`config.mk`:
```
export PLATFORM = sky130hd
export DESIGN_NAME = kbd_playback_ctrl
export DESIGN_NICKNAME = d
export VERILOG_FILES = /design/src/rtl/kbd_ctrl_pkg.sv /design/src/rtl/sample_rate_divider.sv /design/src/rtl/kbd_playback_ctrl.sv
export SDC_FILE = /design/constraint.sdc
export NUM_CORES = 1
export LEC_CHECK = 0
export ABC_AREA = 1
export BUFFER_PORTS_ARGS = -buffer_cell sky130_fd_sc_hd__buf_2
export CAP_MARGIN = 20
export CORE_ASPECT_RATIO = 0.5
export CORE_MARGIN = 10
export CORE_UTILIZATION = 24
export DETAILED_ROUTE_END_ITERATION = 12
export PLACE_DENSITY = 0.43
export SLEW_MARGIN = 20
export SYNTH_ARGS = -nofsm -noshare
export SYNTH_HDL_FRONTEND = slang
export SYNTH_HIERARCHICAL = 1
export SYNTH_SLANG_ARGS = --single-unit
```
`constraint.sdc`:
```
create_clock -name clk -period 5.3 [get_ports clk]
set_input_delay 0.53 -clock clk [delete_from_list [all_inputs] [get_ports clk]]
set_output_delay 0.53 -clock clk [all_outputs]
set_load 0.005 [all_outputs]
```
`src/rtl/kbd_ctrl_pkg.sv`:
```
// Shared key codes, case-fold mask and transport state encodings for the keyboard playback controller.
// Constants only: no latency and no flow control.
package kbd_ctrl_pkg;

    localparam logic [7:0] KEY_E     = 8'h45;
    localparam logic [7:0] KEY_D     = 8'h44;
    localparam logic [7:0] KEY_B     = 8'h42;
    localparam logic [7:0] KEY_F     = 8'h46;
    localparam logic [7:0] KEY_R     = 8'h52;
    localparam logic [7:0] KEY_U     = 8'h55;
    localparam logic [7:0] KEY_S     = 8'h53;
    localparam logic [7:0] KEY_N     = 8'h4E;
    localparam logic [7:0] CASE_MASK = 8'h20;

    typedef enum logic [1:0] {
        ST_IDLE    = 2'b00,
        ST_PLAY    = 2'b01,
        ST_PAUSE   = 2'b10,
        ST_RESTART = 2'b11
    } state_t;

endpackage

```
`src/rtl/sample_rate_divider.sv`:
```
// Down-counter emitting a one-cycle tick every load_val enabled cycles; clr parks the counter at zero.
// Tick is registered (one cycle after the zero count); no backpressure, the consumer must take every tick.
module sample_rate_divider #(
    parameter int unsigned W = 16
) (
    input  logic         clk,
    input  logic         rst,
    input  logic         en,
    input  logic         clr,
    input  logic [W-1:0] load_val,
    output logic         tick
);

    logic [W-1:0] cnt_q, cnt_d;
    logic         tick_q, tick_d;

    always_comb begin
        cnt_d  = cnt_q;
        tick_d = 1'b0;
        if (clr) begin
            cnt_d = '0;
        end else if (en) begin
            if (cnt_q == '0) begin
                // Reload samples the divider now, so speed changes land on the next period.
                cnt_d  = load_val - W'(1);
                tick_d = 1'b1;
            end else begin
                cnt_d = cnt_q - W'(1);
            end
        end
    end

    always_ff @(posedge clk or posedge rst) begin
        if (rst) begin
            cnt_q  <= '0;
            tick_q <= 1'b0;
        end else begin
            cnt_q  <= cnt_d;
            tick_q <= tick_d;
        end
    end

    assign tick = tick_q;

endmodule

```
`src/rtl/kbd_playback_ctrl.sv`:
```
// Keyboard transport control for flash playback: play/pause, direction, restart handshake, sample-rate divider.
// Commands act the cycle after the kbd_data_ready rising edge; no backpressure, one command per key press.
module kbd_playback_ctrl
    import kbd_ctrl_pkg::*;
#(
    parameter int unsigned KEY_W    = 8,
    parameter int unsigned DIV_W    = 16,
    parameter int unsigned DIV_NOM  = 2272,
    parameter int unsigned DIV_STEP = 128,
    parameter int unsigned DIV_MIN  = 568,
    parameter int unsigned DIV_MAX  = 9088
) (
    input  logic             clk,
    input  logic             reset,
    input  logic [KEY_W-1:0] keyboardIp,
    input  logic             kbd_data_ready,
    input  logic             restart_done,
    output logic             play_en,
    output logic             is_fwrd,
    output logic             restart_req,
    output logic             sample_tick,
    output logic [DIV_W-1:0] div_value,
    output logic [1:0]       state
);

    localparam logic [DIV_W:0]   STEP_X = (DIV_W+1)'(DIV_STEP);
    localparam logic [DIV_W:0]   MIN_X  = (DIV_W+1)'(DIV_MIN);
    localparam logic [DIV_W:0]   MAX_X  = (DIV_W+1)'(DIV_MAX);
    localparam logic [DIV_W-1:0] NOM_V  = DIV_W'(DIV_NOM);

    state_t           state_q, state_d;
    logic             dir_q, dir_d;
    logic [DIV_W-1:0] div_q, div_d;
    logic             rdy_prev_q, rdy_prev_d;
    logic             cmd_vld;
    logic [KEY_W-1:0] key_fold;
    logic [DIV_W:0]   div_dec, div_inc;
    logic             div_en, div_clr;

    assign cmd_vld  = kbd_data_ready & ~rdy_prev_q;
    assign key_fold = keyboardIp & ~KEY_W'(CASE_MASK);
    assign div_dec  = {1'b0, div_q} - STEP_X;
    assign div_inc  = {1'b0, div_q} + STEP_X;

    always_comb begin
        state_d    = state_q;
        dir_d      = dir_q;
        div_d      = div_q;
        rdy_prev_d = kbd_data_ready;
        // A reload acknowledgement outranks any key arriving in the same cycle.
        if (state_q == ST_RESTART && restart_done) begin
            state_d = ST_PLAY;
        end else if (cmd_vld) begin
            case (key_fold)
                KEY_W'(KEY_E): if (state_q == ST_IDLE || state_q == ST_PAUSE) state_d = ST_PLAY;
                KEY_W'(KEY_D): if (state_q == ST_PLAY) state_d = ST_PAUSE;
                KEY_W'(KEY_R): if (state_q == ST_PLAY || state_q == ST_PAUSE) state_d = ST_RESTART;
                KEY_W'(KEY_F): dir_d = 1'b1;
                KEY_W'(KEY_B): begin
                    dir_d = 1'b0;
                    if (state_q == ST_IDLE) state_d = ST_PLAY;
                end
                KEY_W'(KEY_U): div_d = (div_dec[DIV_W] || div_dec < MIN_X) ? MIN_X[DIV_W-1:0] : div_dec[DIV_W-1:0];
                KEY_W'(KEY_S): div_d = (div_inc > MAX_X) ? MAX_X[DIV_W-1:0] : div_inc[DIV_W-1:0];
                KEY_W'(KEY_N): div_d = NOM_V;
                default: ;
            endcase
        end
    end

    always_ff @(posedge clk or posedge reset) begin
        if (reset) begin
            state_q    <= ST_IDLE;
            dir_q      <= 1'b1;
            div_q      <= NOM_V;
            rdy_prev_q <= 1'b0;
        end else begin
            state_q    <= state_d;
            dir_q      <= dir_d;
            div_q      <= div_d;
            rdy_prev_q <= rdy_prev_d;
        end
    end

    // Count only while staying in PLAY so a tick can never land after play_en drops.
    assign div_en  = (state_q == ST_PLAY) && (state_d == ST_PLAY);
    assign div_clr = (state_q == ST_RESTART);

    sample_rate_divider #(
        .W (DIV_W)
    ) u_divider (
        .clk      (clk),
        .rst      (reset),
        .en       (div_en),
        .clr      (div_clr),
        .load_val (div_q),
        .tick     (sample_tick)
    );

    assign play_en     = (state_q == ST_PLAY);
    assign restart_req = (state_q == ST_RESTART);
    assign is_fwrd     = dir_q;
    assign div_value   = div_q;
    assign state       = state_q;

endmodule

```
==> run metrics, run 1 <==
Ant. Diodes=0; Gate Count Post-Synth=488; Slew headroom=a little over a third; buffers added on ports=29; CP Data Arrival Time=3.17 ns; endpoint class of the critical path=flop; detailed placement HPWL=between 7 and 8 mm; crit path launch type=primary input; Yosys cell types=36; Layout fillers=1436; Post-synth EDFFs=0; first-pass GRT wire length=15.7 mm; R2R depth=10; Starting Density=24.4%; Seq. cell area=832 sq um; Setup CP Type=primary input to flop; Synth top area share=22.9%; Critical Path Source=keyboardIp[1]; setup violators final=0; clk buf depth=2; Max Fanout on Critical Path=9; Area growth syn-to-layout=13.7%; # DRC=0; setup clock skew after layout=between 0.006 and 0.007 ns; r2r startpoint=state[0]$_DFF_PP0_; ratio of cells with drive above 1 in the final layout=between 15 and 20%; Num CTS Buffers=5; Seq/Total Area, Yosys=27.2%; measured slew at the worst slew-check pin=0.966 ns; HP Class=primary input to async pin; setup TNS=0 ns; main area contributors after synthesis=dfrtp_1 (23%), nand2_1 (18%), nand3_1 (9.2%); flop2flop setup slack=2.60 ns; hold_ws=between 0.3 and 0.4 ns; clk sinks=33; Slew Limit Fails=0; RSZ-0062 raised after global routing=false; initial antenna violation count=0; GRT Total Usage=approximately a tenth; Routed WL=9.40 mm; post-route ant nets=0; clock transition at the registers of the reported paths=~0.060 ns; top_reg_cell synth=dfrtp_1; post-synthesis cell area=about 0.0031 sq mm; r2r endpoint=u_divider/cnt_q[7]$_DFFE_PP0P_; Worst VDD drop=0.104 mV; CTS root buffer=clkbuf_16; DIE AREA=0.0179 sq mm; Via-to-Cell Ratio=4.45; vias in the first global route=3023; CTS Hold Bufs=0; total grt overflow=0; Post CTS Setup Buffer Count=0; via count=3072; status=completed; num rows=29; power density over the cells=~220 mW/mm^2; die height=99.8 um; syn_area_per_cell=6.27 sq um; IO Pins=34; Final min period=2.99 ns; area leader, netlist=dfrtp_1; Worst Path Required=5.49 ns; H-Tree Depth=2; post-CTS sizing=0; DIE WIDTH=180 um; final RePlAce weighted congestion=between 0.8 and 0.9; Multi-input gate area=0.00185 sq mm; DR WL/cell=13.6 um; Synth warnings=6; Initial DRT Pass Iterations=4; DRT iter0 DRCs=199; Clock Latency Late Sink=0.29 ns; # nets final=537; Core ar.=~0.013 sq mm; Hold Vio Cnt, Final=0; maxcap violations=0; CTS tree=built; static leakage=0.00184 uW; largest net degree at the start of global routing=22; FF+latch count, synth=33; Async SR Flop Fraction=100%; Util after Layout=27.7%; Tcrit/Tclk final=56.3%; max frequency=~0.33 GHz
cell families after synthesis:
logic type	after synthesis	share of synthesized area, %
compound gates	35	6.91
xor+xnor	2	0.573
fa+ha+maj	6	2.45
buf+inv	90	13.0
other cells	1	0.123
simple gates	321	49.7
flops	33	27.2
worst max-delay path by stage:
stage                                                end  slack [ns]
after global routing      u_divider/cnt_q[0]$_DFFE_PP0P_        1.91
after detailed placement  u_divider/cnt_q[6]$_DFFE_PP0P_        2.01
after global placement    u_divider/cnt_q[7]$_DFFE_PP0P_        2.02
after CTS                 u_divider/cnt_q[6]$_DFFE_PP0P_        2.31
after floorplan           u_divider/cnt_q[0]$_DFFE_PP0P_        3.07
final                     u_divider/cnt_q[7]$_DFFE_PP0P_        2.31
worst max-delay path, stage by stage:
cell	delay, ns
buf_2	0.12
inv_2	0.05
nor2_1	0.14
nand3_1	0.13
nor2_1	0.19
nor2_1	0.07
nand2_1	0.12
nand2_1	0.06
a21oi_1	0.13
nand2_1	0.08
nand2_1	0.06
nor2_1	0.05
nor2_1	0.61
clkinv_1	0.52
o22ai_1	0.30
per-stage QoR:
stage                     worst slack (ns)  total power, uW  area [sq um]  std cells
final                                 2.31              751          3480        690
after CTS                             2.31              766          3480        690
after floorplan                       3.07              415          3080        494
after global routing                  1.91              797          3480        690
after global placement                2.02              466          3340        682
after detailed placement              2.01              465          3340        682
cell type report:
| class | instances | area share (%) |
|---|---|---|
| Inverter | 78 | 8.45 |
| Clock inverter | 1 | 0.144 |
| Clock buffer | 7 | 3.81 |
| Timing Repair Buffer | 30 | 4.39 |
| Tap cell | 170 | 6.11 |
| Sequential cell | 33 | 23.9 |
| Multi-Input combinational cell | 371 | 53.2 |
cells in the mapped netlist (7+ instances only):
cell type and number:
inv_1 62, dfrtp_1 28, nor2_1 54, a21oi_1 9, nand3_2 10, nor2_2 8
o21ai_0 8, o22ai_1 7, nand2_2 10, nand4_1 15, buf_4 7, inv_2 13
nand3_1 56, nand2_1 149
flip-flops by register name, indices dropped and copies added, names as in the netlist:
name / count
u_divider/tick: 1
state: 2
u_divider/cnt_q: 16
is_fwrd: 1
div_value: 12
rdy_prev_q: 1
metal layers:
layer	part of all wire, %	GRT usage [%]
met2	47	17.5
met3	3.5	1.97
met4	0.95	2.65
met5	0	0
met1	49	13.7
cell usage in the layout (no fill, tap or decap), types with 9 or more instances in the layout:
master     n
a21oi_1    9
inv_1     62
nor2_1    54
nand4_1   15
nand3_1   56
dfrtp_1   28
nand2_2   10
nand2_1  149
buf_2     29
nand3_2   10
inv_2     13
power by group:
part | switching [uW] | leakage (uW) | internal, uW
Clock | 118 | 0.0000679 | 174
Sequential | 37.4 | 0.000383 | 266
Combinational | 101 | 0.00139 | 55.0
Total | 256 | 0.00184 | 495
Note: power is estimated with default switching activity, not from simulation.
==> run 2, diff against run 1 <==
clock period = 3.1 ns   (was 5.3 ns; I/O delays follow)
==> run 2 against run 1 <==
Effect of this change: non-clock buffer count rose by 4; sequential power rose by 67%; critical path depth fell by 3; utilization rose by 0.40 points; register-to-register slack got worse by 1.8 ns; clock skew fell by 0.0029 ns; largest cell class unchanged.
==> run metrics, run 2 (same netlist as run 1, synthesis figures left out) <==
setup clock skew after layout=0.00396 ns; Ant. Diodes=0; initial antenna violation count=0; Starting Density=24.4%; power density over the cells=379 mW/mm^2; H-Tree Depth=2; clk sinks=33; post-route ant nets=0; DR WL/cell=about 13 um; Reg with most FFs=u_divider/cnt_q; # nets final=~540; CTS Hold Bufs=0; setup TNS=0 ns; total grt overflow=0; largest net degree at the start of global routing=18; Worst Path Required=about 3.3 ns; Max Fanout on Critical Path=9; post-placement cell area=0.00337 sq mm; most common cell after layout, fill and taps aside=nand2_1; via count=3054; Tcrit/Tclk final=75.4%; IO Pins=34; clk buf depth=2; Area growth syn-to-layout=15.4%; vias in the first global route=3055; CTS root buffer=clkbuf_16; die height=99.8 um; GRT Total Usage=10.4%; RSZ-0062 raised after global routing=false; Hold Vio Cnt, Final=0; Num CTS Buffers=5; Setup CP Type=flop to flop; ratio of cells with drive above 1 in the final layout=19.1%; Clock Latency Late Sink=roughly 0.28 ns; setup violators final=0; status=completed; DIE AREA=0.0179 sq mm; Worst VDD drop=0.178 mV; Final min period=2.34 ns; first-pass GRT wire length=15.5 mm; Post CTS Setup Buffer Count=0; crit path launch type=flop; DIE WIDTH=180 um; num rows=29; # DRC=0; Routed WL=9.28 mm; fin area=between 0.003 and 0.004 sq mm; measured slew at the worst slew-check pin=around 0.73 ns; Largest register FFs=16; maxcap violations=0; post-CTS sizing=0; static leakage=0.00188 uW; DRT iter0 DRCs=170; Via-to-Cell Ratio=4.40; detailed placement HPWL=about 7 mm; clock transition at the registers of the reported paths=0.06 ns; Initial DRT Pass Iterations=4; hold_ws=0.116 ns; Core ar.=0.0126 sq mm; max frequency=0.428 GHz; CP Data Arrival Time=2.51 ns; HP Class=primary input to async pin; buffers added on ports=29; final RePlAce weighted congestion=0.822; Layout fillers=between 1000 and 1500; Slew headroom=51.6%; Slew Limit Fails=0; most frequent cells in the layout=nand2_1 (149), inv_1 (62), nand3_1 (56), nor2_1 (54), buf_2 (29); CTS tree=built; endpoint class of the critical path=flop
==> run 2: cell count changes in the layout (fill, tap and decap cells not counted) <==
cell / delta
buf_4: +4
clkbuf_1: -2
clkbuf_8: +2
==> run 2: worst paths after layout <==
| path | from | endpoint | slack (ns) | cells after the start |
|---|---|---|---|---|
| max | div_value[7]$_DFFE_PP1P_ | div_value[4]$_DFFE_PP0P_ | 0.76 | 12 |
| max in group asynchronous | reset | u_divider/cnt_q[11]$_DFFE_PP0P_ | 2.49 | 2 |
| min in group clk | kbd_data_ready | rdy_prev_q$_DFF_PP0_ | 0.14 | 1 |
| max reg2reg | div_value[7]$_DFFE_PP1P_ | div_value[4]$_DFFE_PP0P_ | 0.76 | 12 |
| min reg2reg | is_fwrd$_DFFE_PP1P_ | is_fwrd$_DFFE_PP1P_ | 0.50 | 2 |
| min | reset | rdy_prev_q$_DFF_PP0_ | 0.12 | 2 |
==> run 2: worst max-delay path, cell delays in order, from the launching register on <==
cell,delay [ns]
dfstp_2,0.66
inv_2,0.13
ha_1,0.28
inv_1,0.09
nor2_2,0.05
nor2_1,0.23
a21oi_1,0.10
nor3_2,0.18
nand2_2,0.16
nand2_2,0.14
nand3_2,0.09
nand2_1,0.07
nand2_1,0.05
==> run 2: cell type report <==
type | count | area [sq um] | area share (%)
tap | 170 | 213 | 6.03
sequential | 33 | 832 | 23.6
clock inverter | 1 | 5.00 | 0.142
clock buffer | 7 | 153 | 4.32
inverter | 78 | 294 | 8.33
timing repair buffer | 34 | 183 | 5.18
multi-input combinational | 371 | 1850 | 52.4
==> run 2: power breakdown <==
| part | total [uW] | internal (uW) | switching [uW] |
|---|---|---|---|
| sequential | 509 | 455 | 53.7 |
| clock | 545 | 341 | 204 |
| combinational | 283 | 97.8 | 185 |
| total | 1340 | 894 | 443 |
==> run 2: metal layers <==
| metal | GRT usage, % | share of wire (%) | wire length (um) | vias up |
|---|---|---|---|---|
| li1 | - | - | - | 1616 |
| met1 | 13.0 | 49 | 4520 | 1383 |
| met2 | 18.1 | 46 | 4280 | 50 |
| met3 | 2.15 | 4.3 | 397 | 5 |
| met4 | 2.46 | 0.84 | 78 | 0 |
| met5 | 0 | 0 | 0 | - |
==> run 2: per-stage QoR <==
stage,total power [uW],utilization [%],cells,setup WS (ns)
after global routing,1420,28.1,694,0.557
after CTS,1360,28.1,694,0.735
after floorplan,709,-,494,1.09
after global placement,802,26.9,686,0.664
after detailed placement,803,26.9,686,0.665
final,1340,28.1,694,0.761
